### config.mk
export PLATFORM = sky130hd
export DESIGN_NAME = io_pad_bank
export DESIGN_NICKNAME = d
export VERILOG_FILES = /design/src/rtl/io_pad_bank.sv
export SDC_FILE = /design/constraint.sdc
export NUM_CORES = 1
export LEC_CHECK = 0
export ABC_CLOCK_PERIOD_IN_PS = 2200
export CAP_MARGIN = 20
export CORE_MARGIN = 4
export CORE_UTILIZATION = 45
export DETAILED_ROUTE_END_ITERATION = 12
export DONT_BUFFER_PORTS = 1
export PLACE_DENSITY = 0.7
export SETUP_SLACK_MARGIN = 0.5
export SYNTH_ARGS = -nofsm -noshare
export SYNTH_HDL_FRONTEND = slang
export SYNTH_SLANG_ARGS = --single-unit
### constraint.sdc
create_clock -name i_clk -period 2.2 [get_ports i_clk]
set_clock_uncertainty 0.05 [all_clocks]
set_input_delay 0.44 -clock i_clk [delete_from_list [all_inputs] [get_ports i_clk]]
set_output_delay 0.44 -clock i_clk [all_outputs]
set_load 0.02 [all_outputs]
### src/rtl/io_pad_bank.sv
// Bank of bidirectional pad channels: per-channel input/push-pull/open-drain drive plus a
// synchronised, glitch-filtered input path with edge detection and sticky interrupt status.
module io_pad_bank #(
    parameter int unsigned     N_CH        = 8,
    parameter int unsigned     SYNC_STAGES = 2,
    parameter int unsigned     FILT_W      = 4,
    parameter logic [N_CH-1:0] RST_VAL     = {N_CH{1'b1}}
) (
    input  logic                i_clk,
    input  logic                i_rst,
    input  logic [2*N_CH-1:0]   i_mode,
    input  logic [N_CH-1:0]     i_out,
    input  logic [FILT_W-1:0]   i_filt_len,
    input  logic [N_CH-1:0]     i_rise_en,
    input  logic [N_CH-1:0]     i_fall_en,
    input  logic [N_CH-1:0]     i_irq_clr,
    input  logic [N_CH-1:0]     pad_i,
    output logic [N_CH-1:0]     pad_o,
    output logic [N_CH-1:0]     pad_oe,
    output logic [N_CH-1:0]     o_in,
    output logic [N_CH-1:0]     o_rise,
    output logic [N_CH-1:0]     o_fall,
    output logic [N_CH-1:0]     o_irq_status,
    output logic                o_irq
);

    localparam int unsigned LAST_STAGE = SYNC_STAGES - 1;

    localparam logic [1:0] MODE_IN   = 2'b00;
    localparam logic [1:0] MODE_PP   = 2'b01;
    localparam logic [1:0] MODE_OD   = 2'b10;

    logic [N_CH-1:0]   r_pad_o;
    logic [N_CH-1:0]   r_pad_oe;
    logic [N_CH-1:0]   r_sync [SYNC_STAGES];
    logic [FILT_W-1:0] r_cnt  [N_CH];
    logic [N_CH-1:0]   r_in;
    logic [N_CH-1:0]   r_rise;
    logic [N_CH-1:0]   r_fall;
    logic [N_CH-1:0]   r_status;
    logic              r_irq;

    logic [N_CH-1:0]   w_pad_o_nxt;
    logic [N_CH-1:0]   w_pad_oe_nxt;
    logic [N_CH-1:0]   w_s;
    logic [N_CH-1:0]   w_in_nxt;
    logic [FILT_W-1:0] w_cnt_nxt [N_CH];

    // Drive decode; reserved mode 11 behaves as input.
    always_comb begin
        w_pad_o_nxt  = '0;
        w_pad_oe_nxt = '0;
        for (int ch = 0; ch < int'(N_CH); ch++) begin
            unique case (i_mode[2*ch +: 2])
                MODE_PP: begin
                    w_pad_oe_nxt[ch] = 1'b1;
                    w_pad_o_nxt[ch]  = i_out[ch];
                end
                MODE_OD: begin
                    w_pad_oe_nxt[ch] = ~i_out[ch];
                    w_pad_o_nxt[ch]  = 1'b0;
                end
                MODE_IN: begin
                    w_pad_oe_nxt[ch] = 1'b0;
                    w_pad_o_nxt[ch]  = 1'b0;
                end
                default: begin
                    w_pad_oe_nxt[ch] = 1'b0;
                    w_pad_o_nxt[ch]  = 1'b0;
                end
            endcase
        end
    end

    always_ff @(posedge i_clk) begin
        if (i_rst) begin
            r_pad_o  <= '0;
            r_pad_oe <= '0;
        end else begin
            r_pad_o  <= w_pad_o_nxt;
            r_pad_oe <= w_pad_oe_nxt;
        end
    end

    // Input synchroniser chain.
    always_ff @(posedge i_clk) begin
        if (i_rst) begin
            for (int i = 0; i < int'(SYNC_STAGES); i++) begin
                r_sync[i] <= RST_VAL;
            end
        end else begin
            r_sync[0] <= pad_i;
            for (int i = 1; i < int'(SYNC_STAGES); i++) begin
                r_sync[i] <= r_sync[i-1];
            end
        end
    end

    assign w_s = r_sync[LAST_STAGE];

    // Glitch filter: a counter at or beyond the length (length lowered mid-count) commits the change.
    always_comb begin
        w_in_nxt = r_in;
        for (int ch = 0; ch < int'(N_CH); ch++) begin
            w_cnt_nxt[ch] = '0;
            if (w_s[ch] != r_in[ch]) begin
                if (r_cnt[ch] >= i_filt_len) begin
                    w_in_nxt[ch] = w_s[ch];
                end else begin
                    w_cnt_nxt[ch] = r_cnt[ch] + FILT_W'(1);
                end
            end
        end
    end

    // Edge pulses are registered alongside the filtered value so they align with the new o_in.
    always_ff @(posedge i_clk) begin
        if (i_rst) begin
            for (int ch = 0; ch < int'(N_CH); ch++) begin
                r_cnt[ch] <= '0;
            end
            r_in     <= RST_VAL;
            r_rise   <= '0;
            r_fall   <= '0;
            r_status <= '0;
            r_irq    <= 1'b0;
        end else begin
            for (int ch = 0; ch < int'(N_CH); ch++) begin
                r_cnt[ch] <= w_cnt_nxt[ch];
            end
            r_in     <= w_in_nxt;
            r_rise   <= w_in_nxt & ~r_in;
            r_fall   <= ~w_in_nxt & r_in;
            r_status <= (r_status & ~i_irq_clr) | (r_rise & i_rise_en) | (r_fall & i_fall_en);
            r_irq    <= |r_status;
        end
    end

    assign pad_o        = r_pad_o;
    assign pad_oe       = r_pad_oe;
    assign o_in         = r_in;
    assign o_rise       = r_rise;
    assign o_fall       = r_fall;
    assign o_irq_status = r_status;
    assign o_irq        = r_irq;

endmodule

==> flow_summary.ini <==
[status]
status = finished clean

[floorplanning]
core_area_sq_um = 9284
die_area_sq_um = 11230
die-width_microns = 106.0
rows = 35
boundaryPins = 111
die_h_microns = 106.0
start_util = 0.4652

[grt]
grt_first_pass_wirelength_microns = 14080
grt_start_max_net_pins = 79
antenna_found_initial = 1
globalRouteTotalUtil = 0.1565
globalRouteOverflowTotal = 0
grt_pass1_vias = 3019

[setup_path]
critical_path_peak_fanout = 4
timing.critical_path.to_type = register
worstSetupStartpointType = register
worstRegToRegCells = 6
crit_arrival_ns = 1.85
crit_type = reg -> reg
worst_ep_required_time_ns = 2.44

[yosys]
synth.net_count = 557
ys_types = 29
synthesis.area_sq_um = 4319
synth.yosys.seq_area_share = 0.4496
ys_async_sr_fraction = 0
post_synth_most_frequent_cells = dfxtp_1, ha_1, nor2_1
synthDominantAreaCellType = dfxtp_1
post_synth.cell_area_avg_sq_um = 9.839
synth_cells = 439
ys_top_cells_by_area = dfxtp_1, ha_1, nor2_1, inv_1, a2111oi_4
yosys_warnings = 0
synth.most_common_cell = dfxtp_1
ys_ff_latch = 97
synth_enable_flop_cells = 0
synth_flop_cell = dfxtp_1
synthDominantCellAreaShare = 0.4496

[clocking]
cts_root_buf = clkbuf_8
tritoncts.num_buffers = 9
clock_sinks = 97
worst_setup_hold_path_clk_slew_ns = 0.09
postCtsHoldBufs = 0
cts_max_path_buffers = 2
worst_skew_pair.late_latency_ns = 0.35
htree_num_levels = 3
cts_tree = yes

[timing]
slew_violations = 0
finalHoldViolations = 0
report.final.setup_viol = 0
worst_pin_slew_ns = 0.3929
setup_total_negative_slack_ns = 0
slew_headroom = 0.7357
max_freq_mhz = 618.4
period_share = 0.7351
rsz_0062_raised_after_global_routing = yes
whs_ns = 0.09941
postLayoutSetupSlackWorst_ns = 0.5828
post_layout_minimum_cycle_time_ns = 1.617

[hold_path]
whs_path_depth = 1
hold_class = in -> reg

[route]
detailroute.via_count = 2941
postRouteWirelength_microns = 8430
router_iterations_before_antenna_repair = 4
drt_drc_violations_left = 0
post_drt_via_cell_ratio = 5.079
post_drt_wl_per_cell_microns = 14.56
drt.antenna.violating_nets = 0
first_iter_violations = 149

[cells_and_area]
drive_gt1_frac = 0.1225
layout-area-overhead-vs-synth_pct = 8.778
finalCoreUtilization = 0.5061
design.final.nets = 562

[power]
vdd_ir_drop_max_mv = 0.3564
leakage_power_total_uw = 0.002120
p_per_area_nw_per_um2 = 709.5
total_power_uw = 3334

[placement]
dp_hpwl_microns = 6404
port_buffers = 0
place_ws_ns = 0.2699
gp_routability_congestion = 0.7889

[run]
maxCapViolations = 0
-- sequential cells by signal, indices dropped and copies added, names as in the netlist --
register	count
pad_o	8
o_in	8
o_fall	8
o_irq	1
o_rise	8
r_sync	16
r_cnt	32
o_irq_status	8
pad_oe	8
-- layout make-up --
cell class	instances	area, sq um
Antenna cell	1	2.502
Clock buffer	11	141.4
Clock inverter	5	86.33
Fill cell	877	4586
Inverter	49	183.9
Multi-Input combinational cell	285	2160
Sequential cell	97	1948
Tap cell	129	161.4
Timing Repair Buffer	2	15.01
-- report_power, final --
| group | switching, uW | internal (uW) |
|---|---|---|
| combinational | 98.1 | 105 |
| clock | 615 | 681 |
| sequential | 42.8 | 1790 |
-- cell usage in the layout, fill, tap and decap left out --
cell type and count:
a2111oi_4 5, a222oi_1 8, nor4_1 2, clkinv_4 2, and3_1 8, or2_4 5, dfxtp_1 92, nand2b_4 5
clkbuf_8 10, inv_2 2, a21o_1 3, inv_6 1, xnor2_1 8, o21a_1 5, nor3_1 24, o21ai_0 4
clkbuf_1 1, and2_1 3, inv_1 47, ha_1 56, o21ai_1 4, diode_2 1, nand2_1 8, or2_2 16
nor2_1 55, nand3_1 11, xor2_1 8, o2111ai_1 3, mux2i_1 5, buf_4 2, bufinv_16 2, nand2b_1 16
a21oi_1 20, dfxtp_2 5, a31oi_1 3
-- path summary, 6_finish.rpt --
check	start	to	slack [ns]
max	r_cnt[0][12]	o_in[3]	0.58
min	i_rst	o_irq_status[3]	0.1
max reg2reg	r_cnt[0][12]	o_in[3]	0.58
min reg2reg	r_sync[0][0]	r_sync[0][8]	0.36
-- repair_timing --
action	CTS	global route
hold endpoints to repair	0	0
endpoints found under the setup margin	2	23
pin swaps	0	9
gates resized for setup	2	8
setup buffers	0	2
-- worst max-delay path, cell delays in order (launching register included) --
cell,delay (ns)
dfxtp_2,0.34
inv_1,0.04
ha_1,0.26
nand2b_4,0.15
a2111oi_4,0.36
or2_4,0.19
mux2i_1,0.17
-- layer usage --
metal / routed length (microns) / GRT usage / share of wire
met5: 0 / 0 / 0
met4: 182 / 0.05735 / 0.022
met3: 790 / 0.05647 / 0.094
met2: 3839 / 0.2609 / 0.46
met1: 3617 / 0.1853 / 0.43
-- cell families (layout without fill, tap and decap cells) --
| group | Yosys count | after routing | share of synthesized area |
|---|---|---|---|
| flip-flops | 97 | 97 | 0.4496 |
| buffers and inverters | 57 | 67 | 0.05040 |
| XOR/XNOR | 16 | 16 | 0.03245 |
| adder cells (fa/ha/maj) | 56 | 56 | 0.1622 |
| other | 0 | 1 | 0 |
| multiplexers | 5 | 5 | 0.01159 |
| AO/OA/AOI/OAI | 55 | 55 | 0.1072 |
| AND/OR/NAND/NOR | 153 | 153 | 0.1866 |
-- per-stage QoR --
step / cells / cell area (sq um)
2_1_floorplan: 439 / 4319
3_3_place_gp: 560 / 4447
3_5_place_dp: 560 / 4447
4_1_cts: 576 / 4677
5_1_grt: 579 / 4698
6_report: 579 / 4698
No activity file was read; power rests on OpenSTA's default activity.
